$ cat config.mk
export PLATFORM = sky130hd
export DESIGN_NAME = joy_dir_filter_flat
export DESIGN_NICKNAME = d
export VERILOG_FILES = /design/src/rtl/joy_dir_filter_if.sv /design/src/rtl/joy_dir_filter.sv /design/src/flat_wrapper.sv
export SDC_FILE = /design/constraint.sdc
export NUM_CORES = 1
export LEC_CHECK = 0
export BUFFER_PORTS_ARGS = -buffer_cell sky130_fd_sc_hd__buf_2
export CAP_MARGIN = 0
export CORE_ASPECT_RATIO = 2
export CORE_UTILIZATION = 51
export DETAILED_ROUTE_END_ITERATION = 12
export GPL_ROUTABILITY_DRIVEN = 1
export PLACE_DENSITY = 0.85
export SYNTH_ARGS = -nofsm -noshare
export SYNTH_HDL_FRONTEND = slang
export SYNTH_SLANG_ARGS = --single-unit
$ cat constraint.sdc
create_clock -name clk -period 1.65 [get_ports clk]
set_input_delay 0.33 -clock clk [delete_from_list [all_inputs] [get_ports clk]]
set_output_delay 0.33 -clock clk [all_outputs]
set_load 0.005 [all_outputs]
$ cat src/rtl/joy_dir_filter_if.sv
// Joystick conditioner bus: mode/disable/raw directions in, filtered directions out.
// Combinational bundle only; no flow control, outputs are valid every cycle.
interface joy_dir_filter_if #(
    parameter int NUM_PLAYERS = 2
);
    logic [1:0]               mode;
    logic [NUM_PLAYERS-1:0]   dis;
    logic [4*NUM_PLAYERS-1:0] indir;
    logic [4*NUM_PLAYERS-1:0] outdir;

    modport master (
        output mode,
        output dis,
        output indir,
        input  outdir
    );

    modport slave (
        input  mode,
        input  dis,
        input  indir,
        output outdir
    );
endinterface

$ cat src/rtl/joy_dir_filter.sv
// Per-player joystick synchroniser, optional debounce and direction policy (8/4/4/2-way).
// Latency SYNC_STAGES+1 cycles (+DEBOUNCE_CYCLES when enabled); no backpressure, output valid every cycle.
module joy_dir_filter #(
    parameter int NUM_PLAYERS     = 2,
    parameter int SYNC_STAGES     = 2,
    parameter int DEBOUNCE_CYCLES = 0
) (
    input  logic            clk,
    input  logic            reset,
    joy_dir_filter_if.slave jif
);

    localparam int NB = 4 * NUM_PLAYERS;
    localparam int CW = 16;

    localparam logic [1:0] MODE_8WAY  = 2'd0;
    localparam logic [1:0] MODE_LAST  = 2'd1;
    localparam logic [1:0] MODE_FIRST = 2'd2;
    localparam logic [1:0] MODE_2WAY  = 2'd3;

    // Priority up > down > left > right, bits ordered {up,down,left,right}.
    function automatic logic [3:0] hp(input logic [3:0] x);
        logic [3:0] r;
        r = 4'b0000;
        if (x[3])      r = 4'b1000;
        else if (x[2]) r = 4'b0100;
        else if (x[1]) r = 4'b0010;
        else if (x[0]) r = 4'b0001;
        return r;
    endfunction

    logic [NB-1:0] sync_q [SYNC_STAGES];
    logic [NB-1:0] s;
    logic [NB-1:0] d;
    logic [NB-1:0] dprev;
    logic [1:0]    mode_prev;
    logic          mode_chg;

    always_ff @(posedge clk or posedge reset) begin
        if (reset) begin
            for (int i = 0; i < SYNC_STAGES; i++) begin
                sync_q[i] <= '0;
            end
        end else begin
            sync_q[0] <= jif.indir;
            for (int i = 1; i < SYNC_STAGES; i++) begin
                sync_q[i] <= sync_q[i-1];
            end
        end
    end

    assign s = sync_q[SYNC_STAGES-1];

    generate
        if (DEBOUNCE_CYCLES == 0) begin : g_no_debounce
            assign d = s;
        end else begin : g_debounce
            logic [CW-1:0] cnt [NB];
            logic [NB-1:0] d_q;

            // Counter only runs while the synchronised bit disagrees with the accepted value.
            always_ff @(posedge clk or posedge reset) begin
                if (reset) begin
                    d_q <= '0;
                    for (int b = 0; b < NB; b++) begin
                        cnt[b] <= '0;
                    end
                end else begin
                    for (int b = 0; b < NB; b++) begin
                        if (s[b] == d_q[b]) begin
                            cnt[b] <= '0;
                        end else if (cnt[b] == CW'(DEBOUNCE_CYCLES - 1)) begin
                            d_q[b] <= s[b];
                            cnt[b] <= '0;
                        end else begin
                            cnt[b] <= cnt[b] + 1'b1;
                        end
                    end
                end
            end

            assign d = d_q;
        end
    endgenerate

    always_ff @(posedge clk or posedge reset) begin
        if (reset) begin
            dprev     <= '0;
            mode_prev <= '0;
        end else begin
            dprev     <= d;
            mode_prev <= jif.mode;
        end
    end

    assign mode_chg = (jif.mode != mode_prev);

    generate
        for (genvar p = 0; p < NUM_PLAYERS; p++) begin : g_player
            logic [3:0] dp;
            logic [3:0] newp;
            logic [3:0] mask_q;
            logic [3:0] mask_n;
            logic [3:0] out_n;
            logic [3:0] out_q;

            assign dp   = d[4*p +: 4];
            assign newp = d[4*p +: 4] & ~dprev[4*p +: 4];

            always_comb begin
                mask_n = mask_q;
                out_n  = 4'b0000;

                case (jif.mode)
                    MODE_LAST: begin
                        if (newp != 4'b0000) begin
                            mask_n = hp(newp);
                        end else if ((dp & mask_q) == 4'b0000) begin
                            mask_n = hp(dp);
                        end
                    end
                    MODE_FIRST: begin
                        if ((dp & mask_q) == 4'b0000) begin
                            mask_n = hp(dp);
                        end
                    end
                    default: mask_n = 4'b0000;
                endcase

                // Disable or a policy switch restarts selection from scratch.
                if (jif.dis[p] || mode_chg) begin
                    mask_n = 4'b0000;
                end

                case (jif.mode)
                    MODE_8WAY:  out_n = {dp[3] & ~dp[2], dp[2] & ~dp[3],
                                         dp[1] & ~dp[0], dp[0] & ~dp[1]};
                    MODE_LAST,
                    MODE_FIRST: out_n = dp & mask_n;
                    MODE_2WAY:  out_n = {2'b00, dp[1] & ~dp[0], dp[0] & ~dp[1]};
                    default:    out_n = 4'b0000;
                endcase

                if (jif.dis[p]) begin
                    out_n = 4'b0000;
                end
            end

            always_ff @(posedge clk or posedge reset) begin
                if (reset) begin
                    mask_q <= '0;
                    out_q  <= '0;
                end else begin
                    mask_q <= mask_n;
                    out_q  <= out_n;
                end
            end

            assign jif.outdir[4*p +: 4] = out_q;
        end
    endgenerate

endmodule

$ cat src/flat_wrapper.sv
// flat-port wrapper written by rule: the top's interface ports become plain ports
module joy_dir_filter_flat 
#(
    parameter int NUM_PLAYERS     = 2,
    parameter int SYNC_STAGES     = 2,
    parameter int DEBOUNCE_CYCLES = 0
)
  (clk, reset, jif_mode, jif_dis, jif_indir, jif_outdir);
  joy_dir_filter_if #(.NUM_PLAYERS(NUM_PLAYERS)) jif_i ();
  input  logic clk;
  input  logic reset;
  input wire logic [$bits(jif_i.mode)-1:0] jif_mode;
  input wire logic [$bits(jif_i.dis)-1:0] jif_dis;
  input wire logic [$bits(jif_i.indir)-1:0] jif_indir;
  output wire logic [$bits(jif_i.outdir)-1:0] jif_outdir;
  assign jif_i.mode = jif_mode;
  assign jif_i.dis = jif_dis;
  assign jif_i.indir = jif_indir;
  assign jif_outdir = jif_i.outdir;
  joy_dir_filter #(.NUM_PLAYERS(NUM_PLAYERS), .SYNC_STAGES(SYNC_STAGES), .DEBOUNCE_CYCLES(DEBOUNCE_CYCLES)) u_core (.clk(clk), .reset(reset), .jif(jif_i));
endmodule
==> results.md <==
- # rows: 30
- Die H: 85.6 um
- Vias per cell: 6.04
- Num CTS Buffers: 5
- Pleak: 0.00116 uW
- Hold_buf cts: 0
- Sequential power share: 51.5%
- Largest net degree at the start of global routing: 43
- Crit end category: flip-flop
- Status: finished, violations left
- Syn Nets: ~180
- Buf/Inv on CP: 1
- Switching part of the total: between 20% and 30%
- Worst Tran Pin Value: 513 ps
- Most frequent cells in the layout: dfrtp_1, buf_4, buf_2
- Post-synth top area share: between 50% and 60%
- Violated checks: DRC
- Hold Crit Class: primary input to flip-flop
- Worst EP arrival: 1830 ps
- Placed Area: roughly 2100 um2
- Max Freq: roughly 600 MHz
- Initial antenna violation count: 0
- Worst Path Class, Setup: flip-flop to flip-flop
- H-tree Lvls: 2
- GRT Total Usage: around a quarter
- GP Congestion: around 0.92
- Finished Cell Area: approximately 2300 um2
- DRC viols: 3
- Critical Path RT: 1830 ps
- Internal Power: approximately 1700 uW
- Layout Nets: 230
- Worst setup SP type: flip-flop
- Clock group share of total power: 37.8%
- CP peak stage delay: 440 ps
- Fraction of synthesis flops using an asynchronous set or reset pin: 100%
- Worst-Skew Late Latency: around 280 ps
- Routed len/inst: ~17 um
- Layout cell share with drive strength beyond 1: between 30% and 40%
- Synth Cell Area: 1780 um2
- CTS Sinks: between 40 and 50
- Area grow syn2layout: 28.8%
- Number of enable flip-flop cells after synthesis: 0
- DP Worst Slack: -196 ps
- TritonCTS clock tree: built
- Initial drt markers: 84
- Max-cap violations: 0
- DP Cell Count: ~240
- Most common cell after layout, fill and taps aside: dfrtp_1
- ANT nets after route: 0
- Critical-path maximum fanout: 4
- Combinational Power Share: 10.7%
- Final hold vios: 0
- Post-synth top area cell: dfrtp_1
- Post-route minimum period: around 1600 ps
- Worst-path cell chain: a222oi_1 > buf_4 > nand2_2 > mux2i_1 > o22ai_1 > and2_1
- I/O pins: 22
- Post-route setup slack: between 0.08 and 0.09 ps
- Slowest-stage cell, CP: dfrtp_1
- First-pass GRT wire length: 6.86 mm
- Clock transition at the registers of the reported paths: 70 ps
- Router iterations before antenna repair: 8
- Vias: approximately 1500
- Slew Limit Fails: 0
- Core area: 3380 um2
- Peak supply drop: around 0.6 mV
- Relative slew margins: approximately 66%
- Starting density of the core: around 53%
- NetSw: about 480 uW
- Final setup vio count: 0
- CTS root buffer: clkbuf_8
- Worst Skew: ~2.7 ps
- Primary FF master, synth: dfrtp_1
- Cells taking the most area after synthesis: dfrtp_1, ha_1, inv_1, nand2_1, nor2_1
- Diodes inserted: 0
- Distinct cells, synth: between 40 and 50
- Post-DP HPWL: about 3.1 mm
- Pwr/cell area: between 900 and 1000 nW/um2
- Vias in the first global route: between 1500 and 2000
- Final core utilization: between 60% and 70%
- Die X: roughly 44 um
- Final cell count without fillers: around 240
- Port Buffers: 21
- Routed WL: between 4 and 5 mm
- Seq cells post-synth: 42
- Period Utilization, post-route: around 100%
- Synthesized area per cell: 11.4 um2
- Die footprint: about 3800 um2
- Global route total overflow: 0
- Post-synthesis sequential area ratio: approximately 60%
- Synthesized instance count: ~160
- Kind of cell adding the most delay to the critical path: flip-flops
- Yosys warnings: 0
- CTS max path bufs: 2
## cells by family after synthesis
logic type	Yosys count	synth area share (%)
buf+inv	12	2.52
fa+ha+maj	4	2.81
flops	42	58.9
mux	1	0.561
xor+xnor	2	0.982
compound gates	41	17.4
simple gates	55	16.8
## metal layers
metal	vias up	track usage, %	share of wire (%)
li1	680	-	-
met1	717	27.1	37
met4	0	17.6	4.9
met3	19	5.89	4.5
met5	-	0	0
met2	57	41.1	53
## power by group through the flow
stage / registers (uW) / logic [uW] / clock network [uW]
6_report: 1100 / 229 / 804
5_1_grt: 1100 / 253 / 865
4_1_cts: 1090 / 214 / 825
3_5_place_dp: 1110 / 214 / 0
3_3_place_gp: 1110 / 203 / 0
2_1_floorplan: 1110 / 104 / 0
## worst paths after layout
path / from / to / slack, ps / cells past startpoint
min in group asynchronous: reset / u_core.dprev[1]$_DFF_PP0_ / 160 / 3
max: u_core.d[3]$_DFF_PP0_ / u_core.g_player[0].mask_q[2]$_DFF_PP0_ / 0.08 / 6
min: jif_indir[1] / u_core.sync_q[9]$_DFF_PP0_ / 150 / 1
max reg2reg: u_core.d[3]$_DFF_PP0_ / u_core.g_player[0].mask_q[2]$_DFF_PP0_ / 0.08 / 6
min reg2reg: u_core.sync_q[12]$_DFF_PP0_ / u_core.d[4]$_DFF_PP0_ / 350 / 0
max in group asynchronous: reset / u_core.d[5]$_DFF_PP0_ / 1110 / 3
## worst reg2reg max path: stages, from the launching register on
cell	delay, ps
dfrtp_1	440
a222oi_1	320
buf_4	180
nand2_2	90
mux2i_1	230
o22ai_1	110
and2_1	180
## final cells by class
cell class,count,area (um2)
Clock buffer,6,82.6
Clock inverter,1,30.0
Fill cell,252,1080
Inverter,12,45.0
Multi-Input combinational cell,103,738
Sequential cell,42,1050
Tap cell,32,40.0
Timing Repair Buffer,48,308
## cells in the mapped netlist (3+ instances only)
| master | number |
|---|---|
| a21oi_1 | 6 |
| dfrtp_1 | 42 |
| ha_1 | 4 |
| inv_1 | 12 |
| nand2_1 | 10 |
| nand2b_1 | 5 |
| nand3_1 | 4 |
| nor2_1 | 10 |
| nor4_1 | 3 |
| o211a_1 | 3 |
| o21ai_0 | 7 |
| o22ai_1 | 3 |
| or3_1 | 4 |
## per-stage QoR
| stage | hold WS, ps | power, uW | setup TNS (ps) |
|---|---|---|---|
| 6_report | 146 | 2130 | 0 |
| 5_1_grt | 130 | 2220 | -90.9 |
| 4_1_cts | 140 | 2130 | 0 |
| 3_5_place_dp | 338 | 1330 | -500 |
| 3_3_place_gp | 333 | 1310 | -122 |
| 2_1_floorplan | 331 | 1210 | 0 |
## flip-flops by register name, indices dropped and copies added, names as in the netlist
register and cells:
u_core.d 8, u_core.sync_q 8, u_core.g_player.mask_q 8, u_core.mode_prev 2, u_core.dprev 8, u_core.g_player.out_q 8
## repair_timing
action,in CTS,in global routing
hold endpoints to repair,0,0
resized for setup,0,12
endpoints found under the setup margin,0,9
buffers inserted,0,2
Power figures use the tool's default switching activity.
